<file path="config.mk">
export PLATFORM = sky130hd
export DESIGN_NAME = param_chain_loader
export DESIGN_NICKNAME = d
export VERILOG_FILES = /design/src/rtl/param_chain_loader.sv
export SDC_FILE = /design/constraint.sdc
export NUM_CORES = 1
export LEC_CHECK = 0
export CAP_MARGIN = 20
export CORE_MARGIN = 5
export CORE_UTILIZATION = 53
export CTS_CLUSTER_DIAMETER = 60
export DETAILED_ROUTE_END_ITERATION = 12
export PLACE_DENSITY = 0.79
export SYNTH_ARGS = -nofsm -noshare
export SYNTH_HDL_FRONTEND = slang
export SYNTH_SLANG_ARGS = --single-unit
</file>
<file path="constraint.sdc">
create_clock -name clk -period 3.5 [get_ports clk]
set_input_delay 1.05 -clock clk [delete_from_list [all_inputs] [get_ports clk]]
set_output_delay 1.05 -clock clk [all_outputs]
set_load 0.01 [all_outputs]
</file>
<file path="src/rtl/param_chain_loader.sv">
// Bit-serial master for the neuron parameter daisy chain.
// LOAD shifts host words into the chain MSB-first; READ recirculates the chain and captures it as words.
module param_chain_loader #(
  parameter int CHAIN_BITS = 22,
  parameter int WORD_BITS  = 8
) (
  input  logic                 clk,
  input  logic                 reset,
  input  logic                 start_load,
  input  logic                 start_read,
  input  logic [WORD_BITS-1:0] in_data,
  input  logic                 in_valid,
  output logic                 in_ready,
  output logic [WORD_BITS-1:0] out_data,
  output logic                 out_valid,
  input  logic                 out_ready,
  output logic                 setup,
  output logic                 param_in,
  input  logic                 chain_out,
  output logic                 busy,
  output logic                 done
);

  localparam int NW = (CHAIN_BITS + WORD_BITS - 1) / WORD_BITS;
  localparam int R  = CHAIN_BITS - (NW - 1) * WORD_BITS;
  localparam int BW = $clog2(WORD_BITS + 1);
  localparam int CW = $clog2(NW + 1);

  localparam logic [BW-1:0] FULL_BITS = BW'(WORD_BITS);
  localparam logic [BW-1:0] LAST_BITS = BW'(R);
  localparam logic [BW-1:0] ONE_BIT   = BW'(1);
  localparam logic [CW-1:0] NUM_WORDS = CW'(NW);
  localparam logic [CW-1:0] LAST_WORD = CW'(NW - 1);
  localparam logic [CW-1:0] ONE_WORD  = CW'(1);

  typedef enum logic [1:0] {IDLE, LOAD, READ} state_t;

  state_t               state_q, state_d;
  logic [WORD_BITS-1:0] sh_q, sh_d;
  logic [BW-1:0]        bits_q, bits_d;
  logic [CW-1:0]        words_q, words_d;
  logic [WORD_BITS-1:0] out_data_q, out_data_d;
  logic                 out_valid_q, out_valid_d;
  logic                 done_q, done_d;

  logic          setup_c;
  logic          in_ready_c;
  logic          param_in_c;
  logic          last_word;
  logic          hold_free;
  logic [BW-1:0] need;

  always_ff @(posedge clk or posedge reset) begin
    if (reset) begin
      state_q     <= IDLE;
      sh_q        <= '0;
      bits_q      <= '0;
      words_q     <= '0;
      out_data_q  <= '0;
      out_valid_q <= 1'b0;
      done_q      <= 1'b0;
    end else begin
      state_q     <= state_d;
      sh_q        <= sh_d;
      bits_q      <= bits_d;
      words_q     <= words_d;
      out_data_q  <= out_data_d;
      out_valid_q <= out_valid_d;
      done_q      <= done_d;
    end
  end

  always_comb begin
    state_d     = state_q;
    sh_d        = sh_q;
    bits_d      = bits_q;
    words_d     = words_q;
    out_data_d  = out_data_q;
    out_valid_d = out_valid_q;
    done_d      = 1'b0;
    setup_c     = 1'b0;
    in_ready_c  = 1'b0;
    param_in_c  = 1'b0;
    // words_q indexes the word being loaded or captured, so it also selects the short tail word
    last_word   = (words_q == LAST_WORD);
    need        = last_word ? LAST_BITS : FULL_BITS;
    hold_free   = !out_valid_q || out_ready;

    case (state_q)
      IDLE: begin
        if (start_load) begin
          state_d = LOAD;
          bits_d  = '0;
          words_d = '0;
        end else if (start_read) begin
          state_d = READ;
          sh_d    = '0;
          bits_d  = '0;
          words_d = '0;
        end
      end

      LOAD: begin
        setup_c    = (bits_q != '0);
        param_in_c = sh_q[WORD_BITS-1];
        // Accepting while the last bit shifts out keeps setup continuous across words
        in_ready_c = (bits_q <= ONE_BIT) && (words_q < NUM_WORDS);
        if (setup_c) begin
          sh_d   = sh_q << 1;
          bits_d = bits_q - ONE_BIT;
        end
        if (in_valid && in_ready_c) begin
          sh_d    = in_data;
          bits_d  = need;
          words_d = words_q + ONE_WORD;
        end
        if (setup_c && (bits_q == ONE_BIT) && (words_q == NUM_WORDS)) begin
          done_d = 1'b1;
        end
        if (done_q) begin
          state_d = IDLE;
        end
      end

      READ: begin
        param_in_c = chain_out;
        setup_c    = (words_q < NUM_WORDS) && (bits_q < need);
        if (setup_c) begin
          sh_d   = {sh_q[WORD_BITS-2:0], chain_out};
          bits_d = bits_q + ONE_BIT;
        end
        if (out_valid_q && out_ready) begin
          out_valid_d = 1'b0;
          if (words_q == NUM_WORDS) begin
            done_d = 1'b1;
          end
        end
        // A full capture waits here (setup low) until the holding register can take it
        if ((words_q < NUM_WORDS) && (bits_q == need) && hold_free) begin
          out_data_d  = last_word ? (sh_q << (WORD_BITS - R)) : sh_q;
          out_valid_d = 1'b1;
          bits_d      = '0;
          words_d     = words_q + ONE_WORD;
        end
        if (done_q) begin
          state_d = IDLE;
        end
      end

      default: state_d = IDLE;
    endcase
  end

  assign setup     = setup_c;
  assign in_ready  = in_ready_c;
  assign param_in  = param_in_c;
  assign out_data  = out_data_q;
  assign out_valid = out_valid_q;
  assign busy      = (state_q != IDLE);
  assign done      = done_q;

endmodule

</file>
==> results of run 1 <==
==> repair_timing <==
item | 4_1_cts | 5_1_grt
resized for setup | 3 | 0
buffers inserted | 0 | 0
endpoints found under the setup margin | 1 | 0
==> worst reg2reg max path, delay by kind of cell, from the launching register on <==
kind	cells	cell delay, ns
mux	1	0.26
flops	1	0.39
compound gates	2	0.59
fa+ha+maj	2	0.54
buf+inv	2	0.27
simple gates	2	0.37
==> synth_stat cells (2+ instances only) <==
cell type / instances / area, um^2
ha_1: 13 / 162.7
nor4_1: 2 / 12.51
nand2b_1: 2 / 12.51
nand4b_1: 2 / 17.52
o21ai_0: 16 / 80.08
nand3_1: 2 / 10.01
clkbuf_1: 5 / 18.77
nor2b_1: 2 / 12.51
a32o_1: 3 / 30.03
a22o_1: 9 / 78.83
inv_1: 12 / 45.04
dfrtp_1: 26 / 650.6
nand2_1: 30 / 112.6
nor2_1: 10 / 37.54
a21o_1: 2 / 15.01
mux2_2: 2 / 22.52
and3_1: 2 / 12.51
mux2i_1: 14 / 140.1
nor3_1: 3 / 15.01
a21oi_1: 6 / 30.03
==> path summary, 6_finish.rpt <==
check / end / slack (ns) / cells after the start / from
setup / recovery: param_in / 0.14 / 4 / chain_out
setup reg to reg: bits_q[0] / 1.01 / 9 / words_q[0]
hold reg to reg: out_data[0] / 0.50 / 2 / out_data[0]
min in group asynchronous: out_valid / 1.06 / 3 / reset
hold / removal: out_data[0] / 0.50 / 2 / out_data[0]
max in group asynchronous: sh_q[5] / 2.19 / 3 / reset
==> final cells by class <==
type                    count  area share [%]
inverters                  12           2.100
clock inverters             1           1.400
multi-input cells         144           48.02
well taps                  46           2.684
clock buffers               3           1.050
flip-flops and latches     26           30.34
repair buffers             32           14.41
==> kinds of logic after synthesis <==
group | Yosys count | synth area share [%]
and+or+nand+nor | 58 | 15.53
AOI/OAI and AO/OA | 56 | 23.72
buffers and inverters | 20 | 4.558
muxes | 17 | 9.900
adders and majority gates | 13 | 9.259
DFF | 26 | 37.04
==> sequential cells by signal, indices dropped and copies added, names as in the netlist <==
register	flops
out_data	8
sh_q	8
bits_q	4
words_q	2
out_valid	1
state_q	2
done	1
==> through the flow <==
stage / instance area [um^2] / total power, W / std cells
3_5_place_dp: 2090 / 0.001574 / 260
3_3_place_gp: 2090 / 0.001533 / 260
2_1_floorplan: 1757 / 0.001248 / 190
6_report: 2145 / 0.001813 / 264
4_1_cts: 2145 / 0.001803 / 264
5_1_grt: 2145 / 0.001944 / 264
==> report_power, final <==
group | leakage, nW | internal, W | switching (W)
sequential | 0.356 | 0.000388 | 0.0000986
clock | 0.0279 | 0.000116 | 0.0000991
combinational | 0.553 | 0.000476 | 0.000636
total | 0.937 | 0.000980 | 0.000834
==> per-layer routing <==
layer  GRT usage (%)  wire [um]
met1           27.01       1980
met2           34.63       2097
met3           3.661        255
met4           9.367         68
met5               0          0
==> reports/qor.yml, run 1 <==
floorplanning:
  die_h_um: 67.57
  rows: 21
  die_w_um: 67.57
  io_pins: 29
  start_util_pct: 53.49
  core_um2: 3284
  dieArea_um2: 4566
layout:
  final_util_pct: 65.30
  syn2layout_area_growth_pct: 22.08
  insertedDiodeCount: 0
  n_fill_cell: 277
  layout_common_cells: "nand2_1 (30), clkdlybuf4s50_1 (27), dfrtp_1 (26)"
  nets: 247
  final_common_cell: "nand2_1"
  multi_input_area_um2: 1030
  seqCellArea_um2: 650.6
  drive_gt1_share_pct: 8.257
logic_synthesis:
  yosysSeqAreaShare_pct: 37.04
  avgSynthCellArea_um2: 9.246
  syn_area_um2: 1757
  synth_edf_count: 0
  yosys_warnings: 0
  synth_cells: 190
  async_flop_share_pct: 100.0
  synth_cell_types: 47
  yosys_most_used_dff: "dfrtp_1"
  synth-seq-cells: 26
  synth_nets: 218
place:
  io_buffers: 28
  place.gp.congestion: 0.8888
  place_hpwl_mm: 3.238
  pre_cts_ws_ns: 0.1606
setup_path:
  worstSetupEndpointType: "output port"
  cp-start-kind: "primary input"
  critPathBufInv: 2
  crit_path_cell_trace: "clkdlybuf4s50_1, a22oi_1, nor2_1, clkdlybuf4s50_1"
  cp_common_cell: "clkdlybuf4s50_1"
  path_class: "primary input to output port"
  cp_data_arrival_time_ns: 2.31
  crit_required_ns: 2.45
  crit_family: "buffers and inverters"
  cp_slowest_cell: "clkdlybuf4s50_1"
  cp_max_fo: 2
  critical_path.max_stage_delay_ns: 0.55
timing:
  slew_headroom_pct: 65.92
  worst_slew_pin_slew_ns: 0.5102
  hold_viol_final: 0
  holdWs_ns: 0.4957
  finalClockSkew_ns: 0.005327
  fin_crit_sh_pct: 95.88
  fin_tns_setup_ns: 0
  timing.final.ws_setup_ns: 0.1444
  rsz0062_at_grt: "no"
  finalMaxSlewViolations: 0
  fin_crit_ns: 3.356
  fmax_ghz: 0.2980
  setup_viol: 0
grt:
  grt_pass1_vias: 1587
  antenna_found_initial: 0
  grt_pass1_wl_mm: 7.369
  grt_max_degree: 27
  grt_overflow_total: 0
  grt_use_total_pct: 21.12
detailed_routing:
  routed_wl_mm: 4.401
  wl_per_cell_um: 16.67
  drtIter0Drc: 100
  first_pass_iters: 4
  routed-via-count: 1576
  drc: 0
  postRouteAntennaNets: 0
  viasPerCell: 5.970
pwr:
  p_per_area_nw_per_um2: 845.6
  max-vdd-ir-drop_mv: 0.4556
  p_leak_nw: 0.9370
job:
  maxCapViolCount: 0
clocking:
  cts_tree: "yes"
  clock_latency_ns: 0.33
  ctsHoldBuffers: 0
  cts_made_buffers: 3
  cts_root_buffer: "clkbuf_4"
  cts_buffer_depth: 2
  clkTransAtPathRegs_ns: 0.15
  h-tree-depth: 1
  cts_sinks: 26
status:
  status: "completed"
hold_path:
  hold_class: "flip-flop to flip-flop"
No activity file was read; power rests on OpenSTA's default activity.
==> inputs of run 2 (changes only) <==
CELL_PAD_IN_SITES_DETAIL_PLACEMENT = 0   (was unset)
CELL_PAD_IN_SITES_GLOBAL_PLACEMENT = 1   (was unset)
CORE_UTILIZATION = 40   (was 53)
==> run 2 against run 1 <==
  * Cell count grew 2.3%
  * First-iteration DRC count decreased by 20%
  * Design area is 1.4% higher
  * Core utilization down 15 points
  * Worst setup slack improved by 0.040 ns
  * Maximum frequency grew 1.2%
  * Die area up 27%
  * Critical path depth unchanged
  * Largest cell class unchanged
  * Highest routed layer unchanged
==> reports/qor.yml, run 2 (synthesis results as in run 1) <==
floorplanning:
  dieArea_um2: 5817  # +27%
  start_util_pct: 40.91  # -13 points
  core_um2: 4294  # +31%
  die_h_um: 76.27  # +13%
  rows: 24  # +14%
  die_w_um: 76.27  # +13%
  io_pins: 29  # unchanged
detailed_routing:
  postRouteAntennaNets: 0  # unchanged
  drc: 0  # unchanged
  routed-via-count: 1527  # -3.1%
  routed_wl_mm: 4.415  # +0.32%
  drtIter0Drc: 80  # -20%
  first_pass_iters: 5  # +1
  viasPerCell: 5.656  # -5.3%
  wl_per_cell_um: 16.35  # -1.9%
grt:
  grt_overflow_total: 0  # unchanged
  grt_use_total_pct: 15.32  # -5.8 points
  grt_pass1_wl_mm: 7.431  # +0.84%
  grt_pass1_vias: 1528  # -3.7%
  antenna_found_initial: 0  # unchanged
  grt_max_degree: 27  # unchanged
clocking:
  cts_made_buffers: 3  # unchanged
  clock_latency_ns: 0.28  # -0.05 ns
  cts_buffer_depth: 2  # unchanged
  clkTransAtPathRegs_ns: 0.10  # -0.05 ns
  cts_sinks: 26  # unchanged
  ctsHoldBuffers: 0  # unchanged
  cts_tree: "yes"
  cts_root_buffer: "clkbuf_8"
  h-tree-depth: 1  # unchanged
timing:
  slew_headroom_pct: 63.25  # -2.7 points
  worst_slew_pin_slew_ns: 0.5498  # +0.03960 ns
  hold_viol_final: 0  # unchanged
  fin_tns_setup_ns: 0  # unchanged
  rsz0062_at_grt: "no"
  fin_crit_sh_pct: 94.72  # -1.2 points
  finalClockSkew_ns: 0.004096  # -0.001231 ns
  finalMaxSlewViolations: 0  # unchanged
  fmax_ghz: 0.3016  # +1.2%
  setup_viol: 0  # unchanged
  fin_crit_ns: 3.315  # -0.04048 ns
setup_path:
  cp_max_fo: 2  # unchanged
  crit_required_ns: 2.45  # about the same
  cp-start-kind: "primary input"
  cp_data_arrival_time_ns: 2.27  # -0.04 ns
  path_class: "primary input to output port"
  worstSetupEndpointType: "output port"
pwr:
  p_per_area_nw_per_um2: 843.8  # -0.21%
  max-vdd-ir-drop_mv: 0.4095  # -10%
  p_leak_nw: 0.9576  # +2.2%
  p_total_w: 0.001835  # +1.2%
status:
  status: "completed"
layout:
  insertedDiodeCount: 0  # unchanged
  nets: 247  # unchanged
  syn2layout_area_growth_pct: 23.79
  drive_gt1_share_pct: 8.257  # unchanged
  final_common_cell: "nand2_1"
  final_util_pct: 50.64  # -15 points
  layout_common_cells: "nand2_1 (30), clkdlybuf4s50_1 (27), dfrtp_1 (26)"
place:
  place.gp.congestion: 0.8237  # -7.3%
  place_hpwl_mm: 3.320  # +2.5%
  io_buffers: 28  # unchanged
job:
  maxCapViolCount: 0  # unchanged
hold_path:
  hold_class: "flip-flop to flip-flop"
-- run 2: cell type report --
type,count,area (um^2)
Fill cell,397,2120
Timing Repair Buffer,32,312.8
Clock buffer,3,41.29
Multi-Input combinational cell,144,1030
Inverter,12,45.04
Clock inverter,1,30.03
Tap cell,52,65.06
Sequential cell,26,650.6
-- run 2: worst paths after layout --
kind                              from     endpoint  slack (ns)  depth (start not counted)
setup / recovery             chain_out     param_in        0.18                          4
hold / removal             out_data[3]  out_data[3]        0.48                          2
setup reg to reg            words_q[0]    bits_q[3]        0.97                          9
hold reg to reg            out_data[3]  out_data[3]        0.48                          2
max in group asynchronous        reset   words_q[1]        2.12                          3
min in group asynchronous        reset    bits_q[3]        1.12                          3
-- run 2: repair_timing --
action                     4_1_cts  5_1_grt
resized for setup                2        1
buffers inserted                 0        0
setup endpoints to repair        1        1
-- run 2: report_power, final --
part | leakage [nW] | total [W] | switching, W | internal (W)
sequential | 0.356 | 0.000480 | 0.0000916 | 0.000388
clock | 0.0357 | 0.000258 | 0.000105 | 0.000153
combinational | 0.566 | 0.00110 | 0.000620 | 0.000477
-- run 2: per-layer routing --
metal / GRT usage (%) / share of wire, % / wire [um]
met3: 2.482 / 4.2 / 187
met5: 0 / 0 / 0
met1: 20.40 / 47 / 2086
met2: 25.09 / 47 / 2087
met4: 5.245 / 1.2 / 54
-- run 2: per-stage QoR --
step	hold WS (ns)	instance area, um^2	setup slack [ns]	cells
final	0.4842	2175	0.1848	270
after global routing	0.5320	2175	0.1058	270
after CTS	0.4931	2172	0.02921	270
after detailed placement	0.4693	2097	0.1824	266
after global placement	0.4614	2097	0.1859	266
after floorplan	0.4951	1757	0.3845	190
-- run 2: critical path: stages --
cell and delay (ns):
clkdlybuf4s50_1 0.48, a22oi_1 0.09, nor2_1 0.11, clkdlybuf4s50_1 0.54
==> inputs of run 3 (changes only) <==
CORE_MARGIN = unset   (was 5)
==> run 3 against run 2 <==
  * Non-clock buffer count is 1 higher
  * Combinational power is essentially flat
  * Worst setup slack lost 0.0024 ns
  * First-iteration DRC count is 13% lower
  * Clock skew is 0.0045 ns higher
  * Core utilization grew 2.2 points
  * Global-route usage is 5.9 points higher
  * Sequential share of layout area about the same
  * Critical endpoint unchanged
==> reports/qor.yml, run 3 (synthesis results as in run 1) <==
layout:
  syn2layout_area_growth_pct: 23.86  # about the same
  drive_gt1_share_pct: 8.219  # -0.038 points
  layout_common_cells: "nand2_1 (30), clkdlybuf4s50_1 (27), dfrtp_1 (26)"
  nets: 248  # +0.40%
  insertedDiodeCount: 0  # unchanged
  multi_input_area_um2: 1026  # -0.37%
  seqCellArea_um2: 650.6  # unchanged
  n_fill_cell: 382  # -3.8%
  final_common_cell: "nand2_1"
timing:
  holdWs_ns: 0.4905  # +0.006269 ns
  setup_viol: 0  # unchanged
  fin_crit_sh_pct: 94.79  # about the same
  finalMaxSlewViolations: 0  # unchanged
  fin_tns_setup_ns: 0  # unchanged
  fin_crit_ns: 3.318  # +0.002421 ns
  hold_viol_final: 0  # unchanged
  worst_slew_pin_slew_ns: 0.5846  # +0.03472 ns
  fmax_ghz: 0.3014  # about the same
  rsz0062_at_grt: "no"
  finalClockSkew_ns: 0.008565  # +0.004469 ns
  slew_headroom_pct: 60.96  # -2.3 points
clocking:
  cts_sinks: 26  # unchanged
  h-tree-depth: 1  # unchanged
  cts_buffer_depth: 2  # unchanged
  cts_tree: "yes"
  clkTransAtPathRegs_ns: 0.10  # about the same
  cts_made_buffers: 3  # unchanged
  clock_latency_ns: 0.28  # about the same
  cts_root_buffer: "clkbuf_8"
pwr:
  p_leak_nw: 0.9614  # +0.39%
  p_per_area_nw_per_um2: 849.4  # +0.67%
  p_total_w: 0.001848  # +0.72%
  seq_power_share_pct: 26.2  # about the same
  p_sw_share_pct: 44.54  # +0.053 points
  p_switching_w: 0.0008231  # +0.84%
  max-vdd-ir-drop_mv: 0.4412  # +7.7%
  combPwrFrac_pct: 59.9  # about the same
  p_int_w: 0.001025  # +0.63%
  clkPwrFrac_pct: 13.9  # -0.2 points
hold_path:
  hold_class: "flip-flop to flip-flop"
  min_path_cells: 2  # unchanged
  min_from: "out_data[0]"
  holdPathEnd: "out_data[0]"
setup_path:
  r2r-start: "words_q[0]"
  r2r-end: "words_q[1]"
  worst_r2r_path_depth: 9  # unchanged
  worstSetupEndpointType: "output port"
  path_class: "primary input to output port"
  cp_slowest_cell: "clkdlybuf4s50_1"
  crit_required_ns: 2.45  # about the same
  cp_common_cell: "clkdlybuf4s50_1"
  cp-start-kind: "primary input"
  startpoint: "chain_out"
  r2r_slack_ns: 1.02  # +0.05 ns
  cp_max_fo: 2  # unchanged
  critical_path.max_stage_delay_ns: 0.54  # about the same
  crit_path_cell_trace: "clkdlybuf4s50_1, a22oi_1, nor2_1, clkdlybuf4s50_1"
  cp_data_arrival_time_ns: 2.27  # about the same
detailed_routing:
  first_pass_iters: 4  # -1
  postRouteAntennaNets: 0  # unchanged
  drc: 0  # unchanged
  routed-via-count: 1514  # -0.85%
  drtIter0Drc: 70  # -13%
  wl_per_cell_um: 16.71  # +2.2%
  viasPerCell: 5.628  # -0.48%
  routed_wl_mm: 4.496  # +1.8%
grt:
  grt_max_degree: 27  # unchanged
  grt_pass1_wl_mm: 7.141  # -3.9%
  grt_pass1_vias: 1480  # -3.1%
  grt_use_total_pct: 21.22  # +5.9 points
  grt_overflow_total: 0  # unchanged
  antenna_found_initial: 0  # unchanged
floorplanning:
  die_h_um: 68.27  # -10%
  core_um2: 4115  # -4.2%
  dieArea_um2: 4661  # -20%
  rows: 23  # -4.2%
  io_pins: 29  # unchanged
  start_util_pct: 42.69  # +1.8 points
  die_w_um: 68.27  # -10%
status:
  status: "completed"
place:
  place.gp.congestion: 0.8290  # +0.64%
  io_buffers: 28  # unchanged
  place_hpwl_mm: 3.441  # +3.6%
job:
  maxCapViolCount: 0  # unchanged
==> run 3: cell types whose count changed in the layout (fill, tap and decap cells not counted) <==
cell and delta:
buf_4 +1, o21ai_1 +1, o21ai_2 -1
==> run 3: timing repair <==
action,4_1_cts,5_1_grt
pin swaps,1,0
hold buffers,0,0
setup endpoints to repair,1,1
resized for setup,1,1
hold endpoints to repair,0,0
buffers inserted,1,0
==> run 3: metrics by stage <==
stage	setup WS, ns	area, um^2	utilization (%)	cells
final	0.1824	2176	52.87	269
after global routing	0.08305	2176	52.87	269
after CTS	0.02387	2173	52.81	269
after detailed placement	0.1847	2095	50.90	264
after global placement	0.1939	2095	50.90	264
after floorplan	0.3845	1757	-	190
==> run 3: power by group through the flow <==
stage,Sequential [W],Clock [W],Combinational [W]
2_1_floorplan,0.000469,0,0.000778
3_3_place_gp,0.000482,0,0.00106
3_5_place_dp,0.000490,0,0.00110
4_1_cts,0.000483,0.000264,0.00111
5_1_grt,0.000501,0.000274,0.00124
6_report,0.000484,0.000257,0.00111
==> run 3: layout make-up <==
| class | instances | area share [%] |
|---|---|---|
| well taps | 50 | 2.875 |
| multi-input cells | 144 | 47.15 |
| clock inverters | 1 | 1.380 |
| inverters | 12 | 2.070 |
| repair buffers | 33 | 14.72 |
| clock buffers | 3 | 1.898 |
| flip-flops and latches | 26 | 29.90 |
==> run 3: worst max-delay path: cells and delay by family <==
kind                   cells  cell delay [ns]
AOI/OAI and AO/OA          1             0.09
buffers and inverters      2             1.02
and+or+nand+nor            1             0.10
==> run 3: worst max path at each step <==
stage | endpoint | cells after the start
CTS | setup | 9
finish | param_in | 4
global route | param_in | 4
global placement | param_in | 4
floorplan | setup | 9
detailed placement | param_in | 4
==> run 3: per-layer routing <==
| layer | vias to the layer above | part of all wire [%] | track usage [%] |
|---|---|---|---|
| met5 | - | 0 | 0 |
| met4 | 0 | 1.1 | 7.552 |
| met3 | 5 | 3.9 | 2.833 |
| met2 | 40 | 49 | 35.05 |
| met1 | 720 | 46 | 28.06 |
| li1 | 749 | - | - |
